--- src/rtl/pipeline_pkg.sv ---
// Shared definitions for the pipeline hazard controller: default register
// address width, forwarding-select encodings and tracking-entry flag widths.
package pipeline_pkg;

  localparam int RF_ADDR_WIDTH_DEFAULT = 5;

  // Flag bits carried by each tracking entry beside its register fields.
  localparam int E_FLAG_BITS = 3;  // regwrite, memtoreg, md
  localparam int M_FLAG_BITS = 2;  // regwrite, memtoreg
  localparam int W_FLAG_BITS = 1;  // regwrite

  // Execute-stage operand source select.
  typedef enum logic [1:0] {
    FWD_RF  = 2'b00,
    FWD_WB  = 2'b01,
    FWD_MEM = 2'b10
  } fwd_sel_e;

  // Memory stage holds the younger result, so it wins over writeback.
  function automatic fwd_sel_e fwd_pick(input logic hit_mem, input logic hit_wb);
    if (hit_mem) return FWD_MEM;
    if (hit_wb)  return FWD_WB;
    return FWD_RF;
  endfunction

endpackage

--- src/rtl/md_busy_counter.sv ---
// Counts the extra Execute cycles of a multi-cycle mul/div op. Loaded with
// MD_LATENCY-1 when the op enters Execute, then counts down to zero; busy
// is high while the count is non-zero. MD_LATENCY=1 never raises busy.
module md_busy_counter #(
  parameter int MD_LATENCY = 4
) (
  input  logic clk,
  input  logic rst_n,
  input  logic load,
  output logic busy
);

  localparam int CW = (MD_LATENCY > 1) ? $clog2(MD_LATENCY) : 1;
  localparam logic [CW-1:0] LOAD_VAL = CW'(MD_LATENCY - 1);

  logic [CW-1:0] count;

  // Countdown register: load on op entry, otherwise decrement toward zero.
  // NOTE: sequential state uses non-blocking assignments so every register
  // samples pre-edge values regardless of statement order.
  always_ff @(posedge clk or negedge rst_n) begin
    if (!rst_n) begin
      count <= '0;
    end else if (load) begin
      count <= LOAD_VAL;
    end else if (count != '0) begin
      count <= count - 1'b1;
    end
  end

  assign busy = (count != '0);

endmodule

--- src/rtl/pipeline_hazard_ctrl.sv ---
// Hazard controller for a 5-stage MIPS-style pipeline. Tracks the register
// usage of the E/M/W stages internally and produces stall, flush and
// forwarding controls, including stalls for a multi-cycle mul/div in Execute.
// Optional feature macro: HAZARD_PERF_CNT_EN (saturating stall-cycle counter
// on o_StallCount; tied to zero when undefined).
module pipeline_hazard_ctrl
  import pipeline_pkg::*;
#(
  parameter int RF_ADDR_WIDTH = RF_ADDR_WIDTH_DEFAULT,
  parameter int MD_LATENCY    = 4,
  parameter int CNT_WIDTH     = 32
) (
  input  logic                     i_CLK,
  input  logic                     i_RST,
  input  logic [RF_ADDR_WIDTH-1:0] i_RsD,
  input  logic [RF_ADDR_WIDTH-1:0] i_RtD,
  input  logic [RF_ADDR_WIDTH-1:0] i_WriteRegD,
  input  logic                     i_RegWriteD,
  input  logic                     i_MemtoRegD,
  input  logic                     i_BranchD,
  input  logic                     i_MdStartD,
  output logic                     o_StallF,
  output logic                     o_StallD,
  output logic                     o_FlushE,
  output logic                     o_ForwardAD,
  output logic                     o_ForwardBD,
  output logic [1:0]               o_ForwardAE,
  output logic [1:0]               o_ForwardBE,
  output logic                     o_MdBusy,
  output logic [CNT_WIDTH-1:0]     o_StallCount
);

  typedef logic [RF_ADDR_WIDTH-1:0] reg_addr_t;

  typedef struct packed {
    reg_addr_t rs;
    reg_addr_t rt;
    reg_addr_t dst;
    logic      regwrite;
    logic      memtoreg;
    logic      md;
  } e_entry_t;

  typedef struct packed {
    reg_addr_t dst;
    logic      regwrite;
    logic      memtoreg;
  } m_entry_t;

  typedef struct packed {
    reg_addr_t dst;
    logic      regwrite;
  } w_entry_t;

  // Register 0 is hard-wired, so a write to it never creates a dependency.
  function automatic logic reg_hit(input reg_addr_t dst, input reg_addr_t src);
    return (dst != '0) && (dst == src);
  endfunction

  e_entry_t e_q;
  m_entry_t m_q;
  w_entry_t w_q;
  e_entry_t dec_entry;

  logic lw_stall;
  logic br_stall;
  logic md_stall;
  logic md_busy;
  logic stall;
  logic flush_e;
  logic md_load;

  assign dec_entry = '{rs:       i_RsD,
                       rt:       i_RtD,
                       dst:      i_WriteRegD,
                       regwrite: i_RegWriteD,
                       memtoreg: i_MemtoRegD,
                       md:       i_MdStartD};

  // Stall and flush decisions from the tracked stages and the decode operands.
  // NOTE: every signal driven here gets a default first, so no path through
  // the block can leave one unassigned and infer a latch.
  always_comb begin
    lw_stall = 1'b0;
    br_stall = 1'b0;
    md_stall = 1'b0;

    lw_stall = e_q.regwrite && e_q.memtoreg &&
               (reg_hit(e_q.dst, i_RsD) || reg_hit(e_q.dst, i_RtD));

    br_stall = i_BranchD &&
               ((e_q.regwrite && (reg_hit(e_q.dst, i_RsD) || reg_hit(e_q.dst, i_RtD))) ||
                (m_q.memtoreg && (reg_hit(m_q.dst, i_RsD) || reg_hit(m_q.dst, i_RtD))));

    // The counter is only ever non-zero while the mul/div sits in Execute.
    md_stall = md_busy && e_q.md;
  end

  assign stall    = lw_stall | br_stall | md_stall;
  assign flush_e  = (lw_stall | br_stall) & ~md_stall;
  assign md_load  = i_MdStartD & ~md_stall & ~flush_e;

  assign o_StallF = stall;
  assign o_StallD = stall;
  assign o_FlushE = flush_e;
  assign o_MdBusy = md_busy;

  // Forwarding selects for Execute operands and the Decode branch compare.
  always_comb begin
    o_ForwardAE = FWD_RF;
    o_ForwardBE = FWD_RF;
    o_ForwardAD = 1'b0;
    o_ForwardBD = 1'b0;

    o_ForwardAE = fwd_pick(m_q.regwrite && reg_hit(m_q.dst, e_q.rs),
                           w_q.regwrite && reg_hit(w_q.dst, e_q.rs));
    o_ForwardBE = fwd_pick(m_q.regwrite && reg_hit(m_q.dst, e_q.rt),
                           w_q.regwrite && reg_hit(w_q.dst, e_q.rt));
    o_ForwardAD = m_q.regwrite && reg_hit(m_q.dst, i_RsD);
    o_ForwardBD = m_q.regwrite && reg_hit(m_q.dst, i_RtD);
  end

  // Stage tracking: W follows M; a mul/div holds E and bubbles M; a
  // load-use or branch hazard bubbles E; otherwise everything advances.
  always_ff @(posedge i_CLK or negedge i_RST) begin
    if (!i_RST) begin
      e_q <= '0;
      m_q <= '0;
      w_q <= '0;
    end else begin
      w_q <= '{dst: m_q.dst, regwrite: m_q.regwrite};
      if (md_stall) begin
        m_q <= '0;
      end else begin
        m_q <= '{dst: e_q.dst, regwrite: e_q.regwrite, memtoreg: e_q.memtoreg};
        if (flush_e) begin
          e_q <= '0;
        end else begin
          e_q <= dec_entry;
        end
      end
    end
  end

  md_busy_counter #(
    .MD_LATENCY(MD_LATENCY)
  ) u_md_busy_counter (
    .clk  (i_CLK),
    .rst_n(i_RST),
    .load (md_load),
    .busy (md_busy)
  );

`ifdef HAZARD_PERF_CNT_EN
  logic [CNT_WIDTH-1:0] stall_count;

  // Saturating count of cycles in which the front end is held.
  always_ff @(posedge i_CLK or negedge i_RST) begin
    if (!i_RST) begin
      stall_count <= '0;
    end else if (stall && !(&stall_count)) begin
      stall_count <= stall_count + 1'b1;
    end
  end

  assign o_StallCount = stall_count;
`else
  assign o_StallCount = '0;
`endif

endmodule
--- config.mk ---
export PLATFORM = sky130hd
export DESIGN_NAME = pipeline_hazard_ctrl
export DESIGN_NICKNAME = d
export VERILOG_FILES = /design/src/rtl/pipeline_pkg.sv /design/src/rtl/md_busy_counter.sv /design/src/rtl/pipeline_hazard_ctrl.sv
export SDC_FILE = /design/constraint.sdc
export NUM_CORES = 1
export LEC_CHECK = 0
export CAP_MARGIN = 10
export CORE_ASPECT_RATIO = 0.8
export CORE_MARGIN = 2
export CORE_UTILIZATION = 43
export CTS_CLUSTER_DIAMETER = 40
export CTS_CLUSTER_SIZE = 28
export DETAILED_ROUTE_END_ITERATION = 8
export PLACE_DENSITY = 0.81
export SYNTH_ARGS = -nofsm -noshare
export SYNTH_HDL_FRONTEND = slang
export SYNTH_HIERARCHICAL = 1
export SYNTH_SLANG_ARGS = --single-unit
--- constraint.sdc ---
create_clock -name i_CLK -period 1.7 [get_ports i_CLK]
set_clock_uncertainty 0.05 [all_clocks]
set_input_delay 0.34 -clock i_CLK [delete_from_list [all_inputs] [get_ports i_CLK]]
set_output_delay 0.34 -clock i_CLK [all_outputs]
set_load 0.02 [all_outputs]
==> metrics.md, run 1 <==
| Metric | Value |
|---|---|
| N_diodes | `0` |
| Fin crit share | `129.6%` |
| Status | `finished with violations` |
| Iteration-0 DRC Markers | `95` |
| Die X | `83.72 um` |
| Synth Warn # | `6` |
| IR drop worst, VDD | `0.001007 V` |
| CTS Root Cell | `clkbuf_8` |
| All-Layer GR Usage | `between 10% and 20%` |
| Crit path DAT | `1.81 ns` |
| Io pins | `63` |
| Synthesis-to-layout area growth | `48.20%` |
| Adder-cell share of the synthesized area | `less than 1%` |
| Critical path class | `flop to primary output` |
| Finished Layout Cells | `366` |
| Max Clk Rate | `453.9 MHz` |
| Setup crit start kind | `flop` |
| Final setup viols | `29` |
| Register area share after synthesis | `37.78%` |
| Most frequent cell on the critical path | `buf_6` |
| Routed WL | `5425 um` |
| Unrepaired setup endpoints after global routing | `yes` |
| Final core utilization | `65.44%` |
| Final Hold Violating Endpoints | `0` |
| Multiplexer area fraction after synthesis | `0%` |
| Worst Hold Class | `flop to flop` |
| DR DRC count | `0` |
| Total global routing overflow | `0` |
| Worst EP required | `1.31 ns` |
| Main flop type after synthesis | `dfrtp_1` |
| Synth Area in XOR/XNOR | `16.43%` |
| Worst hold start | `m_q[1]` |
| CTS Buffer Depth | `2` |
| Clk sinks | `33` |
| Final instance area | `3239 sq um` |
| Synth Area in Compound Gates | `12.99%` |
| CP Capture Type | `primary output` |
| Most common cell after layout, fill and taps aside | `buf_4` |
| Inserted Clock Buffers | `5` |
| DR WL/cell | `14.82 um` |
| Die Ht | `67.77 um` |
| Max-slew violation count | `0` |
| P per Cell Area | `between 1500 and 2000 nW/um^2` |
| Largest stage delay on the critical path | `0.43 ns` |
| Minimum clock period | `2.203 ns` |
| Port Buffers | `30` |
| DP Wirelength | `about 3900 um` |
| Clock slew at reported path FFs | `roughly 0.07 ns` |
| Initial Util | `44.16%` |
| Global-route wire length before repair | `8424 um` |
| Row cnt | `23` |
| Clk_lat worst skew | `0.29 ns` |
| Slowest-stage cell, CP | `dfrtp_1` |
| Async set-reset flop share out of synthesis | `100.0%` |
| Post-layout net count | `327` |
| Critical Path Fanout Max | `3` |
| Max-cap violations | `0` |
| Post-Place Cells | `between 300 and 400` |
| Tot Pwr | `around 5.5 mW` |
| CTS Hold Bufs | `0` |
| H-tree depth | `2` |
| Register bit total from synthesis | `33` |
| Initial DRT Pass Iterations | `4` |
| Yosys cell types | `35` |
| Syn_area_per_cell | `9.758 sq um` |
| GPL Wtd Cong | `0.7981` |
| TritonCTS clock tree | `built` |
| Combinational family with the most area after synthesis | `simple AND/OR/NAND/NOR gates` |
| Setup TNS | `-7.593 ns` |
| Via-per-instance ratio | `4.801` |
| DIE AREA | `5673 sq um` |
| Mapped Area | `2186 sq um` |
| CP Launch Point | `e_q[3]` |
| DP Area | `2809 sq um` |
| Synth Area in Simple Gates | `between 10% and 20%` |
| Vias in the first global route | `1841` |
| Largest net degree at the start of global routing | `34` |
| Leakage power | `1.504 nW` |
| Via count | `1757` |
| Reg2reg start | `e_q[3]` |
| Setup ws final | `-0.5032 ns` |
| CP Cell Sequence | `buf_6 > xor2_1 > nor2_1 > a22oi_2 > a211o_4 > a21oi_4 > buf_6` |
| Initial antenna violation count | `0` |
| Post-synth EDFFs | `0` |
| Core region area | `around 4900 sq um` |
| Cells after Synth | `approximately 220` |
| Most frequent cells in the layout | `44 x buf_4, 36 x nand2_1, 32 x conb_1` |
| Layout cell share with drive strength beyond 1 | `between 40 and 50%` |
| Antenna Nets Post-Route | `0` |
| Violated checks | `setup timing` |
[timing repair]
action                     in CTS  in global routing
resized for setup             103                 24
hold endpoints to repair        0                  0
cloned                          0                  1
pin swaps                      18                 15
setup buffers                   7                  7
setup endpoints to repair      30                 29
[power breakdown]
| group | internal [mW] | total, mW | switching [mW] |
|---|---|---|---|
| Sequential | 1.15 | 1.49 | 0.344 |
| Clock | 0.269 | 0.540 | 0.271 |
| Combinational | 1.73 | 3.46 | 1.73 |
| Total | 3.15 | 5.50 | 2.35 |
[area by class of cell]
cell class                 instances  area (sq um)
clock buffer                       5         68.82
clock inverter                     1         5.005
fill                             403          1710
inverter                           3         11.26
multi-input combinational        175          1448
sequential                        33         830.8
tap                               62         77.57
timing repair buffer              87         798.3
[worst max-delay path: cells and delay by family (launching register included)]
family / cells / cell delay, ns
buffers and inverters: 2 / 0.26
XOR/XNOR: 1 / 0.15
AO/OA/AOI/OAI: 3 / 0.55
flip-flops: 1 / 0.43
AND/OR/NAND/NOR: 1 / 0.13
[cells by family (layout without fill, tap and decap cells)]
logic type,Yosys count,count (layout)
simple gates,74,74
buf+inv,47,96
other cells,1,32
xor+xnor,41,41
compound gates,27,27
fa+ha+maj,1,1
flops,33,33
[final timing paths]
kind / endpoint / slack, ns / depth (start not counted)
min: w_q[0] / 0.39 / 0
max reg2reg: u_md_busy_counter/count[1] / -0.39 / 10
min reg2reg: w_q[0] / 0.39 / 0
max: o_FlushE / -0.50 / 7
max in group asynchronous: m_q[4] / 0.87 / 2
min in group asynchronous: u_md_busy_counter/count[1] / 0.40 / 2
[registers in the layout, summed over array words and instances (netlist names)]
signal	count
w_q	6
u_md_busy_counter/count	2
e_q	18
m_q	7
[cell usage after synthesis, types with 2 or more instances]
library cell,number,share of area (%)
a21o_1,2,0.69
and2_1,7,2.0
buf_2,4,0.92
buf_4,33,11
buf_6,2,1.0
clkbuf_1,4,0.69
dfrtp_1,33,38
inv_1,3,0.52
nand2_1,37,6.4
nand2b_1,2,0.57
nand3_1,5,1.1
nor2_1,6,1.0
nor3_1,3,0.69
nor3_2,3,1.4
nor4_1,4,1.1
o21ai_0,2,0.46
o31ai_1,7,2.4
o31ai_2,9,5.2
or4_1,3,1.0
xnor2_1,10,4.0
xor2_1,31,12
[metal layers]
metal	wire length (um)	track usage (%)
met1	2096	21.28
met2	3027	36.70
met3	218	4.279
met5	0	0
met4	83	8.871
[metrics by stage]
step	hold slack, ns	setup WS [ns]
6_report	0.3871	-0.5032
5_1_grt	0.4115	-0.5977
4_1_cts	0.3874	-0.5298
3_5_place_dp	0.3329	-1.092
3_3_place_gp	0.3322	-1.081
2_1_floorplan	-0.005591	-0.1662
Note: power is estimated with default switching activity, not from simulation.
==> run 2, diff against run 1 <==
--- a/config.mk
+++ b/config.mk
@@ -13,6 +13,7 @@
 export CTS_CLUSTER_SIZE = 28
 export DETAILED_ROUTE_END_ITERATION = 8
 export PLACE_DENSITY = 0.81
+export SLEW_MARGIN = 20
 export SYNTH_ARGS = -nofsm -noshare
 export SYNTH_HDL_FRONTEND = slang
 export SYNTH_HIERARCHICAL = 1
==> results of run 2 <==
Same layout as run 1: the final DEF is identical, and so are final timing and power.
